File: config.mk
export PLATFORM = sky130hd
export DESIGN_NAME = aclk_keybuf
export DESIGN_NICKNAME = d
export VERILOG_FILES = /design/src/rtl/aclk_keybuf.sv
export SDC_FILE = /design/constraint.sdc
export NUM_CORES = 1
export LEC_CHECK = 0
export ABC_AREA = 1
export CORE_MARGIN = 1
export CORE_UTILIZATION = 25
export DETAILED_ROUTE_END_ITERATION = 8
export GPL_TIMING_DRIVEN = 0
export PLACE_DENSITY = 0.59
export SETUP_SLACK_MARGIN = 0.3
export SLEW_MARGIN = 5
export SYNTH_ARGS = -nofsm -noshare
export SYNTH_HDL_FRONTEND = slang
export SYNTH_SLANG_ARGS = --single-unit
export TNS_END_PERCENT = 5
File: constraint.sdc
create_clock -name clk -period 1.9 [get_ports clk]
set_input_delay 0.19 -clock clk [delete_from_list [all_inputs] [get_ports clk]]
set_output_delay 0.19 -clock clk [all_outputs]
set_load 0.02 [all_outputs]
File: src/rtl/aclk_keybuf.sv
// Key-entry buffer for the alarm-clock datapath: newest decimal key in digit 0,
// with backspace, clear, valid-digit count and overflow/reject pulses.
module aclk_keybuf #(
  parameter int DIGITS  = 4,
  parameter int KEY_W   = 4,
  parameter int MAX_KEY = 9
) (
  input  logic                      clk,
  input  logic                      reset,
  input  logic                      shift,
  input  logic [KEY_W-1:0]          key,
  input  logic                      bksp,
  input  logic                      clear,
  output logic [DIGITS*KEY_W-1:0]   key_buffer,
  output logic [$clog2(DIGITS+1)-1:0] count,
  output logic                      full,
  output logic                      empty,
  output logic                      overflow,
  output logic                      reject
);

  localparam int CW = $clog2(DIGITS+1);

  logic [KEY_W-1:0] digit_q [DIGITS];
  logic [KEY_W-1:0] digit_d [DIGITS];
  logic [CW-1:0]    count_q, count_d;
  logic             overflow_d, reject_d;
  logic             key_ok;
  logic             full_w, empty_w;

  // Unsigned compare; key is zero-extended so MAX_KEY >= 2**KEY_W accepts all codes.
  assign key_ok  = (32'(key) <= 32'(MAX_KEY));
  assign full_w  = (count_q == CW'(DIGITS));
  assign empty_w = (count_q == '0);

  always_comb begin
    for (int i = 0; i < DIGITS; i++) digit_d[i] = digit_q[i];
    count_d    = count_q;
    overflow_d = 1'b0;
    reject_d   = 1'b0;

    if (clear) begin
      for (int i = 0; i < DIGITS; i++) digit_d[i] = '0;
      count_d = '0;
    end else if (bksp) begin
      if (!empty_w) begin
        for (int i = 0; i < DIGITS-1; i++) digit_d[i] = digit_q[i+1];
        digit_d[DIGITS-1] = '0;
        count_d = count_q - 1'b1;
      end
    end else if (shift) begin
      if (key_ok) begin
        for (int i = DIGITS-1; i > 0; i--) digit_d[i] = digit_q[i-1];
        digit_d[0] = key;
        if (full_w) overflow_d = 1'b1;
        else        count_d    = count_q + 1'b1;
      end else begin
        reject_d = 1'b1;
      end
    end
  end

  always_ff @(posedge clk or posedge reset) begin
    if (reset) begin
      for (int i = 0; i < DIGITS; i++) digit_q[i] <= '0;
      count_q  <= '0;
      overflow <= 1'b0;
      reject   <= 1'b0;
    end else begin
      for (int i = 0; i < DIGITS; i++) digit_q[i] <= digit_d[i];
      count_q  <= count_d;
      overflow <= overflow_d;
      reject   <= reject_d;
    end
  end

  for (genvar g = 0; g < DIGITS; g++) begin : g_pack
    assign key_buffer[g*KEY_W +: KEY_W] = digit_q[g];
  end

  assign count = count_q;
  assign full  = full_w;
  assign empty = empty_w;

endmodule

# After elaboration in Yosys (flattened, before gate mapping)
# Index checks and enable logic that the tools add are counted.
[word_totals] register_bits=21 in_bits=9 out_inout_bits=23
[op_classes] n_addsub=2 n_lt_le_gt_ge=1 n_eq_ne=3 mux=20 reduce_logical=5
[op_table] op="$mux W16" count=5
[op_table] op="$mux W3" count=6
[op_table] op="$mux W1" count=9
[op_table] op="$ne A3 B3 Y1 const B" count=2
[op_table] op="$reduce_bool A3 Y1" count=2
[op_table] op="$le A4 B4 Y1 const B" count=1
[op_table] op="$reduce_and A4 Y1" count=1
[op_table] op="$add A3 B1 Y3 const B" count=1
[op_table] op="$eq A3 B3 Y1 const B" count=1
[op_table] op="$logic_not A3 Y1" count=1
[op_table] op="$reduce_and A3 Y1" count=1
[op_table] op="$sub A3 B1 Y3 const B" count=1

# Logic depth before layout (Yosys ltp)
# Gate-level depths: netlist of run 1.
[depth] depth_word=6 mapped_depth=7 depth_no_buf=7

# Least setup slack after synthesis of run 1
# Ideal clock, no wire load.
[synth_path] path_kind="reg2reg" startpoint="reg count_q[0] (netlist: count[0])" endpoint="reg count_q[2] (netlist: count[2])" arrival_ps=1208 required_time_ps=1777 setup_slack_ps=569 path_stages_with_launch=8 synth_period_minus_slack_ps=1331 cell_sequence="dfrtp_1 > fa_1 > inv_1 > nand3_1 > nand2_1 > nor2_1 > nand2_1 > nand2_1"
[synth_between] elab_chain_len=6 word_cells_on_any_way=13
[synth_lines] item="start, declared" line_no="26" source="logic [CW-1:0] count_q, count_d;"
[synth_lines] item="start signal, assigned" line_no="71" source="count_q <= count_d;"
[synth_lines] item="$add A3 B1 Y3" line_no="56" source="else count_d = count_q + 1'b1;"
[synth_lines] item="$mux W3" line_no="55" source="if (full_w) overflow_d = 1'b1;"
[synth_lines] item="$mux W3" line_no="52" source="if (key_ok) begin"
[synth_lines] item="$mux W3" line_no="51" source="end else if (shift) begin"
[synth_lines] item="$mux W3" line_no="45" source="end else if (bksp) begin"
[synth_lines] item="$mux W3" line_no="42" source="if (clear) begin"
# Several ways; a longest one is shown, not always the timed one. The select of a mux whose other input is x is not followed.
# A chain may end at the register's enable or synchronous reset.

# Final worst setup path of run 1
[layout_path] startpoint="reg count_q[0] (netlist: count[0])" endpoint="out full"
[layout_between] elab_chain_len=1
[layout_lines] item="$eq A3 B3 Y1" line_no="33" source="assign full_w = (count_q == CW'(DIGITS));"
[layout_lines] item="end, declared" line_no="16" source="output logic full,"
# No other way between the ends.

==> impl_table.tex, run 1 <==
\begin{tabular}{lr}
\hline
Metric & Value \\
\hline
\multicolumn{2}{l}{\textbf{Status}} \\
Outcome & finished, final reports clean \\
\multicolumn{2}{l}{\textbf{Timing}} \\
Period Utilization, post-route & 82.4\% \\
Tightest Pin Transition & 0.789 ns \\
Final setup skew & roughly 0.0055 ns \\
Aggregate negative setup slack & 0 ns \\
Final-report max-slew violation count & 0 \\
Min Clock Period, post-route & around 1.6 ns \\
RSZ-0062 raised after global routing & yes \\
Worst hold-check slack & approximately 0.38 ns \\
Worst slew margin & 47.3\% \\
Hold Fails Final Rpt & 0 \\
Setup violation total in the final timing report & 0 \\
Fmax & between 600 and 700 MHz \\
\multicolumn{2}{l}{\textbf{Pwr}} \\
Internal portion of total power & $\sim$0.00086 W \\
Total power density per cell area & $\sim$910 nW/um\^{}2 \\
LEAKAGE & between 0.6 and 0.7 nW \\
Register share of total power & 40.8\% \\
Comb power frac & between 30\% and 40\% \\
Net load switching power & slightly above 0.0005 W \\
Net switching fraction of the power & between 30\% and 40\% \\
IR Drop Worst-Case VDD & 0.398 mV \\
Clock power frac & between 20\% and 30\% \\
\multicolumn{2}{l}{\textbf{Clock network}} \\
Number of buffers created by CTS & 3 \\
CTS H-Tree Depth & 1 \\
Clock transition at the registers of the reported paths & about 0.080 ns \\
Buffer count from post-CTS setup fixing & 0 \\
Clock latency of the later-clocked register in the worst-skew pair & 0.26 ns \\
Master cell of the clock root buffer & sky130\_fd\_sc\_hd\_\_clkbuf\_8 \\
Number of sinks handled by clock tree synthesis & 21 \\
Max Buffers Root-to-Sink & 2 \\
Clock tree from TritonCTS & done \\
\multicolumn{2}{l}{\textbf{Synth}} \\
Synthesized area divided by synthesized cell count & between 8 and 9 um\^{}2 \\
Post-synth top area cell & sky130\_fd\_sc\_hd\_\_dfrtp\_1 \\
Area contributors post-synth & sky130\_fd\_sc\_hd\_\_dfrtp\_1 49\%, sky130\_fd\_sc\_hd\_\_nand2\_1 12\%, sky130\_fd\_sc\_hd\_\_a22oi\_1 8.4\% \\
Syn. warnings & 0 \\
Post-Synthesis Net Count & 131 \\
Synth unique cells & 19 \\
Syn Inst Count & 121 \\
Flops \& latches, synth & 21 \\
Post-synth design cell area & 1080 um\^{}2 \\
Proportion of netlist area held by the largest area contributor & between 40\% and 50\% \\
Register area share after synthesis & $\sim$50\% \\
\multicolumn{2}{l}{\textbf{Layout}} \\
Commonest cells after routing, fill and taps aside & 35 x sky130\_fd\_sc\_hd\_\_nand2\_1, 29 x sky130\_fd\_sc\_hd\_\_clkdlybuf4s50\_1, 21 x sky130\_fd\_sc\_hd\_\_dfrtp\_1 \\
Area Growth Syn to Fin & 39.3\% \\
Layout cells sized above 1 & 12.8\% \\
Number of antenna cells inserted & 0 \\
Total Nets Final & 167 \\
Most frequent standard cell in the layout excluding fill and tap cells & sky130\_fd\_sc\_hd\_\_nand2\_1 \\
\multicolumn{2}{l}{\textbf{Critical path}} \\
Cell with the biggest individual delay on the critical path & sky130\_fd\_sc\_hd\_\_dfrtp\_1 \\
Number of cells on the worst reg-to-reg path & 6 \\
Stages on the worst setup path & 4 \\
Cells along the critical path & nor2\_2, nand2\_1, inv\_1, dlygate4sd2\_1 \\
Capturing element type of the critical path & output pin \\
Worst Path Arrival & 1.38 ns \\
Required time of the worst setup path & roughly 1.7 ns \\
Nature of the critical path startpoint & flop \\
Maximum cell stage delay along the critical path & 0.46 ns \\
CP bufs+invs & 2 \\
Worst path top cell family by delay & flip-flops \\
Largest fanout on the critical path & 6 \\
Type of the worst setup path & reg -> out \\
\multicolumn{2}{l}{\textbf{Die}} \\
Total number of placement rows & 23 \\
Die Outline Area & roughly 4600 um\^{}2 \\
Starting utilization of the core area & 26.5\% \\
Die height & about 68 um \\
Core ar. & 4060 um\^{}2 \\
Horiz. Die Dim & 67.6 um \\
Number of ports placed on the die boundary & 32 \\
\multicolumn{2}{l}{\textbf{Global route}} \\
Number of global-route vias before repair & between 1000 and 1500 \\
Global Route Usage Sum & between 10\% and 20\% \\
Wire length of the first global-routing pass & around 4.7 mm \\
Largest net degree at the start of global routing & 22 \\
Sum of overflow across all layers after global routing & 0 \\
Initial antenna violation count & 0 \\
\multicolumn{2}{l}{\textbf{Hold path}} \\
Worst min path class & in -> async \\
\multicolumn{2}{l}{\textbf{Placement}} \\
Total half-perimeter wirelength after legalization and detailed placement & slightly below 2 mm \\
Port Buffer Count & 31 \\
Final weighted congestion in routability-driven placement & $\sim$0.79 \\
\multicolumn{2}{l}{\textbf{Routing}} \\
Number of DRC violations after detailed-routing iteration 0 & 55 \\
Post-route antenna net violation count & 0 \\
Routed WL & 2.64 mm \\
Iteration count of the initial detailed-routing pass & 4 \\
Drt drc & 0 \\
Wire length per cell & between 10 and 15 um \\
Routed vias & approximately 970 \\
Vias/cell & around 4.7 \\
\multicolumn{2}{l}{\textbf{Run}} \\
Reported max-cap violation count & 0 \\
\hline
\end{tabular}
==> repair_timing <==
item	in CTS	in global routing
hold buffers	0	0
gates resized for setup	2	1
setup endpoints to repair	2	4
gates cloned	0	0
==> routing by layer <==
layer	share of wire (%)	vias up	GRT usage (%)
li1	-	472	-
met1	48	465	17.0
met2	47	30	23.8
met3	5.4	2	3.72
met4	0.30	0	2.39
met5	0	-	0
==> cells by family after synthesis <==
family	synth area share, %
AO/OA/AOI/OAI	17.2
buffers and inverters	6.86
flip-flops	48.8
AND/OR/NAND/NOR	25.2
adder cells (fa/ha/maj)	1.86
==> registers in the layout, indices dropped and copies added, names as in the netlist <==
signal and cells:
count 3, overflow 1, reject 1, key_buffer 16
==> metrics by stage <==
step                cell area, um^2  worst slack [ns]  util (%)  total power, W  cells
CTS                            1500             0.155      36.9         0.00140    206
finish                         1500             0.335      36.9         0.00137    206
detailed placement             1450             0.141      35.7         0.00110    202
global route                   1500             0.196      36.9         0.00149    206
floorplan                      1080             0.569         -        0.000870    121
global placement               1450             0.225      35.7         0.00109    202
==> Yosys cell counts, drive strengths merged <==
cell,n
nand2,36
dfrtp,21
o21ai,15
a22oi,12
inv,11
nand3,9
nor2,9
buf,4
nor3,2
a21oi,1
fa,1
==> path summary, 6_finish.rpt <==
check | startpoint | to | slack (ns)
max | count[0] | full | 0.33
min | reset | key_buffer[9] | 0.38
min in group clk | key_buffer[13] | key_buffer[13] | 0.51
max reg2reg | count[0] | key_buffer[6] | 0.56
min reg2reg | key_buffer[13] | key_buffer[13] | 0.51
max in group asynchronous | reset | count[0] | 1.03
==> power by group through the flow <==
stage / Sequential [W] / Clock (W) / Combinational [W]
finish: 0.000559 / 0.000292 / 0.000520
CTS: 0.000560 / 0.000309 / 0.000530
global route: 0.000572 / 0.000332 / 0.000581
global placement: 0.000563 / 0 / 0.000522
detailed placement: 0.000565 / 0 / 0.000532
floorplan: 0.000610 / 0 / 0.000260
==> layout make-up <==
| type | count | area [um^2] |
|---|---|---|
| Tap cell | 50 | 62.6 |
| Clock inverter | 1 | 5.00 |
| Multi-Input combinational cell | 85 | 479 |
| Clock buffer | 3 | 41.3 |
| Sequential cell | 21 | 526 |
| Fill cell | 418 | 2560 |
| Inverter | 11 | 41.3 |
| Timing Repair Buffer | 31 | 312 |
| Buffer | 4 | 32.5 |
(Power assumes the default switching activity.)
==> run 2: changes to the inputs <==
- PLACE_DENSITY: 0.59 -> 0.6
- clock period: 1.9 -> 1.4 ns (I/O delays scaled with it)
==> run 2 against run 1 <==
  * Setup slack got worse by 0.22 ns
  * Combinational power up 34%
  * Sequential cell count is the same
  * Sequential power is 38% higher
  * Cell count up 2.4%
  * Largest cell class unchanged
  * Highest routed layer unchanged
==> impl_table.tex, run 2 (synthesis results as in run 1) <==
\begin{tabular}{lr}
\hline
Metric & Value \\
\hline
\multicolumn{2}{l}{\textbf{Status}} \\
Outcome & finished, final reports clean \\
\multicolumn{2}{l}{\textbf{Run}} \\
Reported max-cap violation count & 0 (unchanged) \\
\multicolumn{2}{l}{\textbf{Routing}} \\
Iteration count of the initial detailed-routing pass & 4 (unchanged) \\
Number of DRC violations after detailed-routing iteration 0 & 41 (-25\%) \\
Drt drc & 0 (unchanged) \\
Post-route antenna net violation count & 0 (unchanged) \\
Vias/cell & 4.67 (-0.66\%) \\
Routed vias & 986 (+1.8\%) \\
Wire length per cell & 12.3 um (-3.7\%) \\
Routed WL & 2.60 mm (-1.3\%) \\
\multicolumn{2}{l}{\textbf{Global route}} \\
Number of global-route vias before repair & 938 (-8.0\%) \\
Wire length of the first global-routing pass & 4.37 mm (-6.4\%) \\
Sum of overflow across all layers after global routing & 0 (unchanged) \\
Largest net degree at the start of global routing & 22 (unchanged) \\
Global Route Usage Sum & 12.9\% (-0.82 points) \\
Initial antenna violation count & 0 (unchanged) \\
\multicolumn{2}{l}{\textbf{Critical path}} \\
Worst Setup SP & count[1] \\
Required time of the worst setup path & 1.61 ns (-0.10 ns) \\
Worst Path Arrival & 1.50 ns (+0.12 ns) \\
Cell with the biggest individual delay on the critical path & sky130\_fd\_sc\_hd\_\_fa\_2 \\
Critical R2R Capture & count[1] \\
Launching point of the worst reg2reg path & count[1] \\
Maximum cell stage delay along the critical path & 0.55 ns (+0.09 ns) \\
Reg2Reg Setup Slack & 0.11 ns (-0.45 ns) \\
Cells along the critical path & fa\_2, inv\_2, nor2\_1, nand2\_1, nand2\_1 \\
Number of cells on the worst reg-to-reg path & 5 (-1) \\
Largest fanout on the critical path & 5 (-1) \\
Capturing element type of the critical path & flop \\
Most Frequent Cell on Critical Path & sky130\_fd\_sc\_hd\_\_nand2\_1 \\
Type of the worst setup path & reg -> reg \\
Nature of the critical path startpoint & flop \\
\multicolumn{2}{l}{\textbf{Timing}} \\
Setup violation total in the final timing report & 0 (unchanged) \\
Period Utilization, post-route & 92.2\% \\
Worst slew margin & 45.6\% (-1.8 points) \\
Fmax & a little under 800 MHz \\
Final-report max-slew violation count & 0 (unchanged) \\
RSZ-0062 raised after global routing & yes \\
Hold Fails Final Rpt & 0 (unchanged) \\
Post-layout worst setup margin & 0.110 ns (-0.225 ns) \\
Min Clock Period, post-route & 1.29 ns \\
Tightest Pin Transition & 0.816 ns (+0.0264 ns) \\
Final setup skew & 0.00681 ns (+0.00133 ns) \\
Aggregate negative setup slack & 0 ns (unchanged) \\
\multicolumn{2}{l}{\textbf{Clock network}} \\
Max Buffers Root-to-Sink & 2 (unchanged) \\
Number of sinks handled by clock tree synthesis & 21 (unchanged) \\
Clock tree from TritonCTS & done \\
Number of buffers created by CTS & 3 (unchanged) \\
Clock latency of the later-clocked register in the worst-skew pair & 0.26 ns (about the same) \\
Master cell of the clock root buffer & sky130\_fd\_sc\_hd\_\_clkbuf\_8 \\
Number of buffers inserted by hold repair at cts & 0 (unchanged) \\
Clock transition at the registers of the reported paths & 0.08 ns (about the same) \\
CTS H-Tree Depth & 1 (unchanged) \\
\multicolumn{2}{l}{\textbf{Die}} \\
Die height & 67.6 um (unchanged) \\
Core ar. & 4060 um\^{}2 (unchanged) \\
Number of ports placed on the die boundary & 32 (unchanged) \\
Horiz. Die Dim & 67.6 um (unchanged) \\
Die Outline Area & 4570 um\^{}2 (unchanged) \\
Starting utilization of the core area & 26.5\% (unchanged) \\
Total number of placement rows & 23 (unchanged) \\
\multicolumn{2}{l}{\textbf{Layout}} \\
Summed area of non-filler cells in the final layout & 1510 um\^{}2 (+0.75\%) \\
Layout cells sized above 1 & 19.3\% (+6.4 points) \\
Commonest cells after routing, fill and taps aside & 35 x sky130\_fd\_sc\_hd\_\_nand2\_1, 22 x sky130\_fd\_sc\_hd\_\_dlygate4sd2\_1, 18 x sky130\_fd\_sc\_hd\_\_dfrtp\_1 \\
Filler Cells Inserted & 431 (+3.1\%) \\
Area Growth Syn to Fin & 40.3\% \\
Most frequent standard cell in the layout excluding fill and tap cells & sky130\_fd\_sc\_hd\_\_nand2\_1 \\
Number of antenna cells inserted & 0 (unchanged) \\
Total Nets Final & 172 (+3.0\%) \\
Number of flip-flops under the largest register name & 16 (unchanged) \\
\multicolumn{2}{l}{\textbf{Pwr}} \\
Total Power Consumption & 0.00188 W (+37\%) \\
LEAKAGE & 0.804 nW (+16\%) \\
IR Drop Worst-Case VDD & 0.481 mV (+21\%) \\
Total power density per cell area & 1240 nW/um\^{}2 (+36\%) \\
\multicolumn{2}{l}{\textbf{Placement}} \\
Setup Slack @ Placement & -0.253 ns (-0.394 ns) \\
Instance area at placement & 1450 um\^{}2 (+0.35\%) \\
Final weighted congestion in routability-driven placement & 0.778 (-1.6\%) \\
Total half-perimeter wirelength after legalization and detailed placement & 1.89 mm (-1.4\%) \\
Port Buffer Count & 31 (unchanged) \\
\multicolumn{2}{l}{\textbf{Hold path}} \\
Worst min path class & in -> async \\
\hline
\end{tabular}
run 2: how the worst max path moves through the flow:
stage / endpoint / cells past startpoint / slack [ns]
after CTS: overflow / 1 / 0.07
after global routing: count[2] / 7 / 0.03
after detailed placement: key_buffer[0] / 7 / -0.25
after global placement: key_buffer[3] / 8 / -0.23
final: count[1] / 5 / 0.11
after floorplan: count[1] / 5 / 0.12
run 2: metrics by stage:
step           util (%)  instances  hold WS (ns)
2_1_floorplan         -        121         0.116
3_3_place_gp       35.8        202         0.497
3_5_place_dp       35.8        202         0.492
4_1_cts            36.8        209         0.358
5_1_grt            37.2        211         0.405
6_report           37.2        211         0.332
run 2: area by class of cell:
class,instances,area (um^2),area share (%)
Clock buffer,4,45.0,2.98
Multi-Input combinational cell,85,487,32.2
Sequential cell,21,529,35.0
Buffer,4,32.5,2.15
Timing Repair Buffer,36,313,20.7
Tap cell,50,62.6,4.14
Inverter,11,41.3,2.73
run 2: report_power, final:
part,internal (W),switching [W]
clock network,0.000203,0.000201
registers,0.000677,0.0000960
logic,0.000278,0.000421
total,0.00116,0.000719
run 2: worst max-delay path: cells and delay by family (launching register included):
| kind | cells | cell delay [ns] |
|---|---|---|
| adders and majority gates | 1 | 0.55 |
| buffers and inverters | 1 | 0.03 |
| DFF | 1 | 0.46 |
| and+or+nand+nor | 3 | 0.19 |
run 2: repair_timing:
action | 4_1_cts | 5_1_grt
resized for setup | 34 | 2
endpoints found under the setup margin | 43 | 43
buffers inserted | 3 | 2
pin swaps | 2 | 2
run 2: routing by layer:
layer	part of all wire [%]	track usage [%]	wire, um	vias to the layer above
met2	47	21.8	1220	30
met4	0.65	2.39	17	0
met5	0	0	0	-
met3	6.1	3.72	159	2
li1	-	-	-	484
met1	46	16.3	1210	470
